==> src/rtl/graph_mem_arbiter.sv <==
// Round-robin arbiter sharing one graph-memory read port among NUM_PROC PEs.
// Tags each read with its requester id and routes the data back after READ_LATENCY.
module graph_mem_arbiter #(
   parameter int PROC_BITS    = 2,
   parameter int ADDR_W       = 10,
   parameter int DATA_W       = 32,
   parameter int READ_LATENCY = 2
) (
   input  logic                           clk_in,
   input  logic                           rst_in,
   input  logic                           hold_in,
   input  logic [(2**PROC_BITS)-1:0]      req_valid_in,
   input  logic [(2**PROC_BITS)*ADDR_W-1:0] req_addr_in,
   output logic [(2**PROC_BITS)-1:0]      req_ready_out,
   output logic [ADDR_W-1:0]              mem_addr_out,
   output logic                           mem_en_out,
   input  logic [DATA_W-1:0]              mem_data_in,
   output logic [(2**PROC_BITS)-1:0]      resp_valid_out,
   output logic [PROC_BITS-1:0]           resp_id_out,
   output logic [DATA_W-1:0]              resp_data_out,
   output logic [PROC_BITS+1:0]           inflight_out
);

   localparam int NUM_PROC = 2**PROC_BITS;
   localparam int LAST     = READ_LATENCY - 1;

   logic [PROC_BITS-1:0] ptr_q, ptr_d;
   logic                 gnt_vld;
   logic [PROC_BITS-1:0] gnt_id;
   logic [PROC_BITS-1:0] cand;

   logic [READ_LATENCY-1:0] tag_vld_q;
   logic [PROC_BITS-1:0]    tag_id_q [READ_LATENCY];

   logic [PROC_BITS+1:0] inflight_q, inflight_d;
   logic                 ret;

   // Pick the first valid requester at or after the round-robin pointer.
   always_comb begin
      gnt_vld = 1'b0;
      gnt_id  = '0;
      cand    = '0;
      if (rst_in && !hold_in) begin
         for (int k = 0; k < NUM_PROC; k++) begin
            cand = ptr_q + PROC_BITS'(k);
            if (!gnt_vld && req_valid_in[cand]) begin
               gnt_vld = 1'b1;
               gnt_id  = cand;
            end
         end
      end
   end

   // Drive the one-hot grant and the shared memory port.
   always_comb begin
      req_ready_out = '0;
      mem_addr_out  = '0;
      mem_en_out    = gnt_vld;
      if (gnt_vld) begin
         req_ready_out[gnt_id] = 1'b1;
         mem_addr_out = req_addr_in[gnt_id*ADDR_W +: ADDR_W];
      end
   end

   // Next pointer lands just past the winner so it goes last next round.
   always_comb begin
      ptr_d = ptr_q;
      if (gnt_vld) begin
         ptr_d = gnt_id + PROC_BITS'(1);
      end
   end

   // Round-robin pointer register.
   always_ff @(posedge clk_in or negedge rst_in) begin
      if (!rst_in) begin
         ptr_q <= '0;
      end else begin
         ptr_q <= ptr_d;
      end
   end

   // Tag pipeline shadows the BRAM latency; ids only move with a valid tag
   // so the final-stage id holds the last delivered requester.
   always_ff @(posedge clk_in or negedge rst_in) begin
      if (!rst_in) begin
         tag_vld_q <= '0;
         for (int k = 0; k < READ_LATENCY; k++) begin
            tag_id_q[k] <= '0;
         end
      end else begin
         tag_vld_q[0] <= gnt_vld;
         if (gnt_vld) begin
            tag_id_q[0] <= gnt_id;
         end
         for (int k = 1; k < READ_LATENCY; k++) begin
            tag_vld_q[k] <= tag_vld_q[k-1];
            if (tag_vld_q[k-1]) begin
               tag_id_q[k] <= tag_id_q[k-1];
            end
         end
      end
   end

   assign ret = tag_vld_q[LAST];

   // Outstanding-read count: up on issue, down on return.
   always_comb begin
      unique case ({gnt_vld, ret})
         2'b10:   inflight_d = inflight_q + 1'b1;
         2'b01:   inflight_d = inflight_q - 1'b1;
         default: inflight_d = inflight_q;
      endcase
   end

   // Outstanding-read counter register.
   always_ff @(posedge clk_in or negedge rst_in) begin
      if (!rst_in) begin
         inflight_q <= '0;
      end else begin
         inflight_q <= inflight_d;
      end
   end

   // Decode the returning tag into the per-requester strobe.
   always_comb begin
      resp_valid_out = '0;
      if (ret) begin
         resp_valid_out[tag_id_q[LAST]] = 1'b1;
      end
   end

   assign resp_id_out   = tag_id_q[LAST];
   assign resp_data_out = mem_data_in;
   assign inflight_out  = inflight_q;

endmodule

==> config.mk <==
export PLATFORM = sky130hd
export DESIGN_NAME = graph_mem_arbiter
export DESIGN_NICKNAME = d
export VERILOG_FILES = /design/src/rtl/graph_mem_arbiter.sv
export SDC_FILE = /design/constraint.sdc
export NUM_CORES = 1
export LEC_CHECK = 0
export BUFFER_PORTS_ARGS = -buffer_cell sky130_fd_sc_hd__buf_2
export CORE_MARGIN = 4
export CORE_UTILIZATION = 36
export DETAILED_ROUTE_END_ITERATION = 10
export PLACE_DENSITY = 0.82
export SLEW_MARGIN = 15
export SYNTH_ARGS = -nofsm -noshare
export SYNTH_HDL_FRONTEND = slang
export SYNTH_SLANG_ARGS = --single-unit
==> constraint.sdc <==
create_clock -name clk_in -period 2.1 [get_ports clk_in]
set_input_delay 0.21 -clock clk_in [delete_from_list [all_inputs] [get_ports clk_in]]
set_output_delay 0.21 -clock clk_in [all_outputs]
set_load 0.02 [all_outputs]
== Yosys cells after proc, flatten, opt, wreduce, memory -nomap -nowiden ==
Index checks and enable logic that the tools add are counted.

* $add $sub $neg: 6
* Multiply operators: 1
* Divide/modulo/power cells: 0
* Order comparisons: 8
* Eq/ne operators: 2
* Shift-type cells: 1
* Mux-type cells: 29
* Bitwise logic cells: 0
* Reductions and logical operators: 11

{| class="wikitable"
|+ Operator list
! operator !! number
|-
| $shiftx 40x7->10 || 1
|-
| $lt 2x3->1 const B || 6
|-
| $mux 1 || 14
|-
| $mux 10 || 1
|-
| $mux 2 || 5
|-
| $bmux 1 s2 || 4
|-
| $mux 4 || 2
|-
| $pmux 4 s2 || 1
|-
| $logic_and 1x1->1 || 6
|-
| $mul 2x3->5 const B || 1
|-
| $add 2x1->2 const B || 2
|-
| $add 2x2->2 const B || 2
|-
| $add 4x1->4 const B || 1
|-
| $demux 1 s2 || 2
|-
| $ge 2x1->1 const B || 2
|-
| $logic_not 1->1 || 4
|-
| $sub 4x1->4 const B || 1
|-
| $eq 2x1->1 const B || 1
|-
| $eq 2x2->1 const B || 1
|-
| $reduce_bool 2->1 || 1
|}

* Register bits after elaboration: 12
* Latch bits: 0
* RAM bits: 0
* Memory bits (read-only): 0
* Input port bits: 79
* Output and inout port bits: 57
* Logic and storage cells: 63
* Memories: 0

== Longest topological paths before layout ==
* Depth after elaboration: 21
* Gate-level depth with buffers: 9
* Mapped depth without buffers: 9

== Worst setup path before layout ==
No wires, ideal clock.

* Path type: flip-flop to output port
* From: register ptr_q[1]
* To: output mem_addr_out[0]
* Arrival time: 1.687 ns
* Required time: 1.890 ns
* Setup slack: 0.203 ns
* Cell stages (with the launch flop): 9
* Buffers on the path: 1
* Path through: dfrtp_1 > nand2b_1 > a32o_1 > nor2_4 > nand2_4 > inv_4 > buf_12 > a22oi_2 > o22ai_1

* Longest elaborated chain between the ends: 19
* Elaborated cells between the ends (all ways): 33
* Classes of those cells: 3 x add/sub; 1 x mul; 1 x shift; 22 x mux; 6 x reduce/logical

{| class="wikitable"
|+ RTL lines
! item !! RTL line !! text
|-
| from (decl) || 27 || <nowiki>logic [PROC_BITS-1:0] ptr_q, ptr_d;</nowiki>
|-
| from (signal assigned) || 78 || <nowiki>ptr_q <= ptr_d;</nowiki>
|-
| $bmux 1 s2 || 46 || <nowiki>if (!gnt_vld && req_valid_in[cand]) begin</nowiki>
|-
| $mux 1 (not written as such) || 46 ||
|-
| $mux 1 || 46 ||
|-
| $mux 1 || 43 || <nowiki>if (rst_in && !hold_in) begin</nowiki>
|-
| $logic_not 1->1 || 46 ||
|-
| $logic_and 1x1->1 || 46 ||
|-
| $mux 1 || 46 ||
|-
| $mux 1 || 43 ||
|-
| (+4 left out) || -- ||
|-
| $logic_not 1->1 || 46 ||
|-
| $logic_and 1x1->1 || 46 ||
|-
| $mux 2 * || 46 ||
|-
| $mux 2 * || 43 ||
|-
| named net gnt_id[0] || 29 || <nowiki>logic [PROC_BITS-1:0] gnt_id;</nowiki>
|-
| $mul 2x3->5 * || 61 || <nowiki>mem_addr_out = req_addr_in[gnt_id*ADDR_W +: ADDR_W];</nowiki>
|-
| $shiftx 40x7->10 * || 61 ||
|-
| $mux 10 * || 59 || <nowiki>if (gnt_vld) begin</nowiki>
|-
| to (decl) || 15 || <nowiki>output logic [ADDR_W-1:0] mem_addr_out,</nowiki>
|}

The timed path passes the listed nets; every way through them passes the cells marked *. The select of a mux whose other input is x is not followed.

== Final worst setup path ==
* From: register ptr_q[1]
* To: output mem_addr_out[3]

* Longest elaborated chain between the ends: 19
* Elaborated cells between the ends (all ways): 33
* Classes of those cells: 3 x add/sub; 1 x mul; 1 x shift; 22 x mux; 6 x reduce/logical

{| class="wikitable"
|+ RTL lines
! item !! RTL line
|-
| $bmux 1 s2 || 46
|-
| $mux 1 (not written as such) || 46
|-
| $mux 1 || 46
|-
| $mux 1 || 43
|-
| $logic_not 1->1 || 46
|-
| $logic_and 1x1->1 || 46
|-
| $mux 1 || 46
|-
| $mux 1 || 43
|-
| (+3 left out) || --
|-
| $mux 1 || 43
|-
| $logic_not 1->1 || 46
|-
| $logic_and 1x1->1 || 46
|-
| $mux 2 || 46
|-
| $mux 2 || 43
|-
| $mul 2x3->5 || 61
|-
| $shiftx 40x7->10 || 61
|-
| $mux 10 * || 59
|}

Mark *: on every way between the ends. The rest lies on a longest branch, timed or not. The select of a mux whose other input is x is not followed.

==> flow_summary_export.csv <==
group,metric,value,unit
sta,worst_pin_slew,0.323,ns
synth,ys_warn_count,0,
synth,synth_cell_type_count,36,
floorplan,dieWidth,68.8,microns
floorplan,io_pins,136,
finish,fin_nets,279,
grt,grt_overflow,0,
grt,met3_usage,4.54,%
setup_path,arrival,1.96,ns
route,routed_wl,3.51,mm
route,vias,1173,
floorplan,die_h,68.8,microns
setup_path,critPathSlowestCell,"dfrtp_1",
setup_path,critPathBufInv,3,
synth,synth.avg_cell_area,9.70,sq um
sta,slew_viol_final,0,
finish,fin_util,51.0,%
route,avgRoutedWirePerCell,14.8,microns
grt,grt_max_degree,13,
place,dp_hpwl,2.71,mm
clock_tree,cts_tree,"done",
finish,drive_gt1_share,59.7,%
finish,fillers,312,
power,powerDensity,769,nW/um^2
synth,ys.flop_type,"dfrtp_1",
setup_path,crit_path_start_kind,"flip-flop",
sta,max_freq,462,MHz
floorplan,core-area,3440,sq um
sta,final-setup-viol-count,12,
synth,synth_area,1330,sq um
synth,syn_nets,223,
sta,finalCritPeriodShare,103,%
grt,grt_pass1_wl,5.33,mm
finish,syn2layout_area_growth,32.1,%
sta,setup_ws,-0.0663,ns
route,vias_per_cell,4.95,
clock_tree,cts-htree-levels,1,
finish,num_antenna_cells,0,
setup_path,path_class,"reg2out",
grt,gr-max-usage-layer,"met2",
sta,tns,-0.589,ns
setup_path,required,1.89,ns
place,postPlaceCellArea,1490,sq um
grt,met1_usage,17.4,%
sta,max_slew_margin,78.5,%
sta,min_period,2.17,ns
floorplan,initial_core_util,38.6,%
setup_path,cp-end-kind,"output pin",
sta,skew,0.00106,ns
setup_path,cp_max_fo,6,
clock_tree,cts.path.max_buffers,2,
clock_tree,clk_pin_slew,0.05,ns
grt,antenna_found_initial,0,
sta,grt_setup_unrepaired,"true",
sta,hold_viol_final,0,
clock_tree,clk_latency,0.24,ns
route,first_iter_violations,59,
sta,hold_slack,0.414,ns
synth,synth-edff-count,0,
grt,use_met2,24.3,%
place,gp_congestion,0.747,
floorplan,rows,21,
route,drtPass1Iterations,4,
run,drv_cap,0,
clock_tree,clkSinkCount,12,
synth,ys_seq_area_share,22.6,%
grt,grt_pass1_vias,1191,
grt,grt_usage,15.1,%
place,place_ws,0.102,ns
finish,register_area,300,sq um
power,leakagePower,0.000921,uW
setup_path,critPathTopFamily,"compound AO/OA/AOI/OAI gates",
run_status,violations,"negative setup slack",
synth,synthCells,137,
route,drc,0,
setup_path,cpPeakStageDelay,0.42,ns
route,ant_nets,0,
hold_path,hold_path_class,"reg2reg",
floorplan,dieArea,4730,sq um
run_status,status,"finished with violations",
place,port_buffers,71,
setup_path,path_cells,"nand2b_4 > a32o_2 > nor2_4 > nand2_4 > inv_8 > buf_8 > a22oi_2 > o22ai_1 > buf_4",
clock_tree,numCtsBuffers,3,
synth,synth_seq_cells,12,
finish,multi_input_area,743,sq um
synth,ys_async_sr_fraction,100,%
finish,stdcell_area,1760,sq um
clock_tree,clockRootBuffer,"clkbuf_8",
power,ir_drop,0.287,mV
cells in the mapped netlist, types with 2 or more instances:
master    number  share of area, %
a211oi_1       2               1.1
a21o_1         3               1.7
a21oi_1        3               1.1
a22oi_1        3               1.7
a22oi_2        7               6.6
and2_1         4               1.9
buf_4         35                20
dfrtp_1       12                23
ha_1           7               6.6
inv_4          2              0.94
mux2_2         4               3.4
mux2i_1       10               7.5
nand2_1        5               1.4
nand2b_1       2              0.94
nor2_1         5               1.4
o22ai_1       10               4.7
xor2_1         4               2.6
worst register-to-register path: stages, from the launching register on:
cell and delay (ns):
dfrtp_1 0.42, nand2b_4 0.16, a32o_2 0.29, nor2_4 0.15
nand2_4 0.10, ha_1 0.30, mux2_2 0.26
kinds of logic (layout without fill, tap and decap cells):
family | count (synthesis) | in the layout | share of synthesized area [%]
AO/OA/AOI/OAI | 33 | 33 | 21.4
XOR/XNOR | 5 | 5 | 3.30
adder cells (fa/ha/maj) | 7 | 7 | 6.59
buffers and inverters | 41 | 95 | 23.6
flip-flops | 12 | 12 | 22.6
multiplexers | 14 | 14 | 10.9
AND/OR/NAND/NOR | 25 | 25 | 11.6
worst paths after layout:
kind	from	endpoint	slack, ns	cells past startpoint
worst max-delay path	ptr_q[1]$_DFFE_PN0P_	mem_addr_out[3]	-0.07	9
worst min-delay path	tag_vld_q[0]$_DFF_PN0_	tag_vld_q[1]$_DFF_PN0_	0.41	0
worst max register to register	ptr_q[1]$_DFFE_PN0P_	ptr_q[1]$_DFFE_PN0P_	0.32	6
worst min register to register	tag_vld_q[0]$_DFF_PN0_	tag_vld_q[1]$_DFF_PN0_	0.41	0
max in group asynchronous	rst_in	inflight_out[3]$_DFFE_PN0P_	1.49	3
min in group asynchronous	rst_in	inflight_out[0]$_DFFE_PN0P_	0.46	3
power breakdown:
group	total (uW)	internal (uW)	leakage, uW	switching, uW
Clock	202	126	0.0000216	76.6
Combinational	754	382	0.000752	372
Sequential	394	306	0.000147	88.3
Total	1350	813	0.000921	537
cell usage in the layout (no fill, tap or decap), types with 5 or more instances in the layout:
cell     Yosys  layout
mux2i_1     10      10
a22oi_2      7       7
buf_2        0      60
nor2_1       5       5
o22ai_1     10      10
ha_1         7       7
dfrtp_1     12      12
buf_4       35      20
layout make-up:
cell class	instances	share of cell area, %
multi-input cells	84	42.3
repair buffers	89	33.7
flip-flops and latches	12	17.1
well taps	46	3.28
clock buffers	3	2.35
inverters	3	1.21
layer usage:
layer	vias up	wire length, microns
li1	572	-
met1	523	1300
met2	58	1760
met3	20	338
met4	0	112
met5	-	0
state kept, by name (all words and copies together) (netlist names):
name and flops:
inflight_out 4, ptr_q 2, resp_id_out 2, tag_id_q 2, tag_vld_q 2
what timing repair did:
item | in CTS | in global routing
buffers inserted | 9 | 1
pin swaps | 5 | 0
hold buffers | 1 | 0
hold endpoints to repair | 12 | 0
endpoints found under the setup margin | 13 | 14
cloned | 1 | 0
gates resized for setup | 27 | 3
stage by stage:
step	power, uW	cells
2_1_floorplan	925	137
3_3_place_gp	996	222
3_5_place_dp	1020	222
4_1_cts	1360	236
5_1_grt	1450	237
6_report	1350	237
Note: power is estimated with default switching activity, not from simulation.
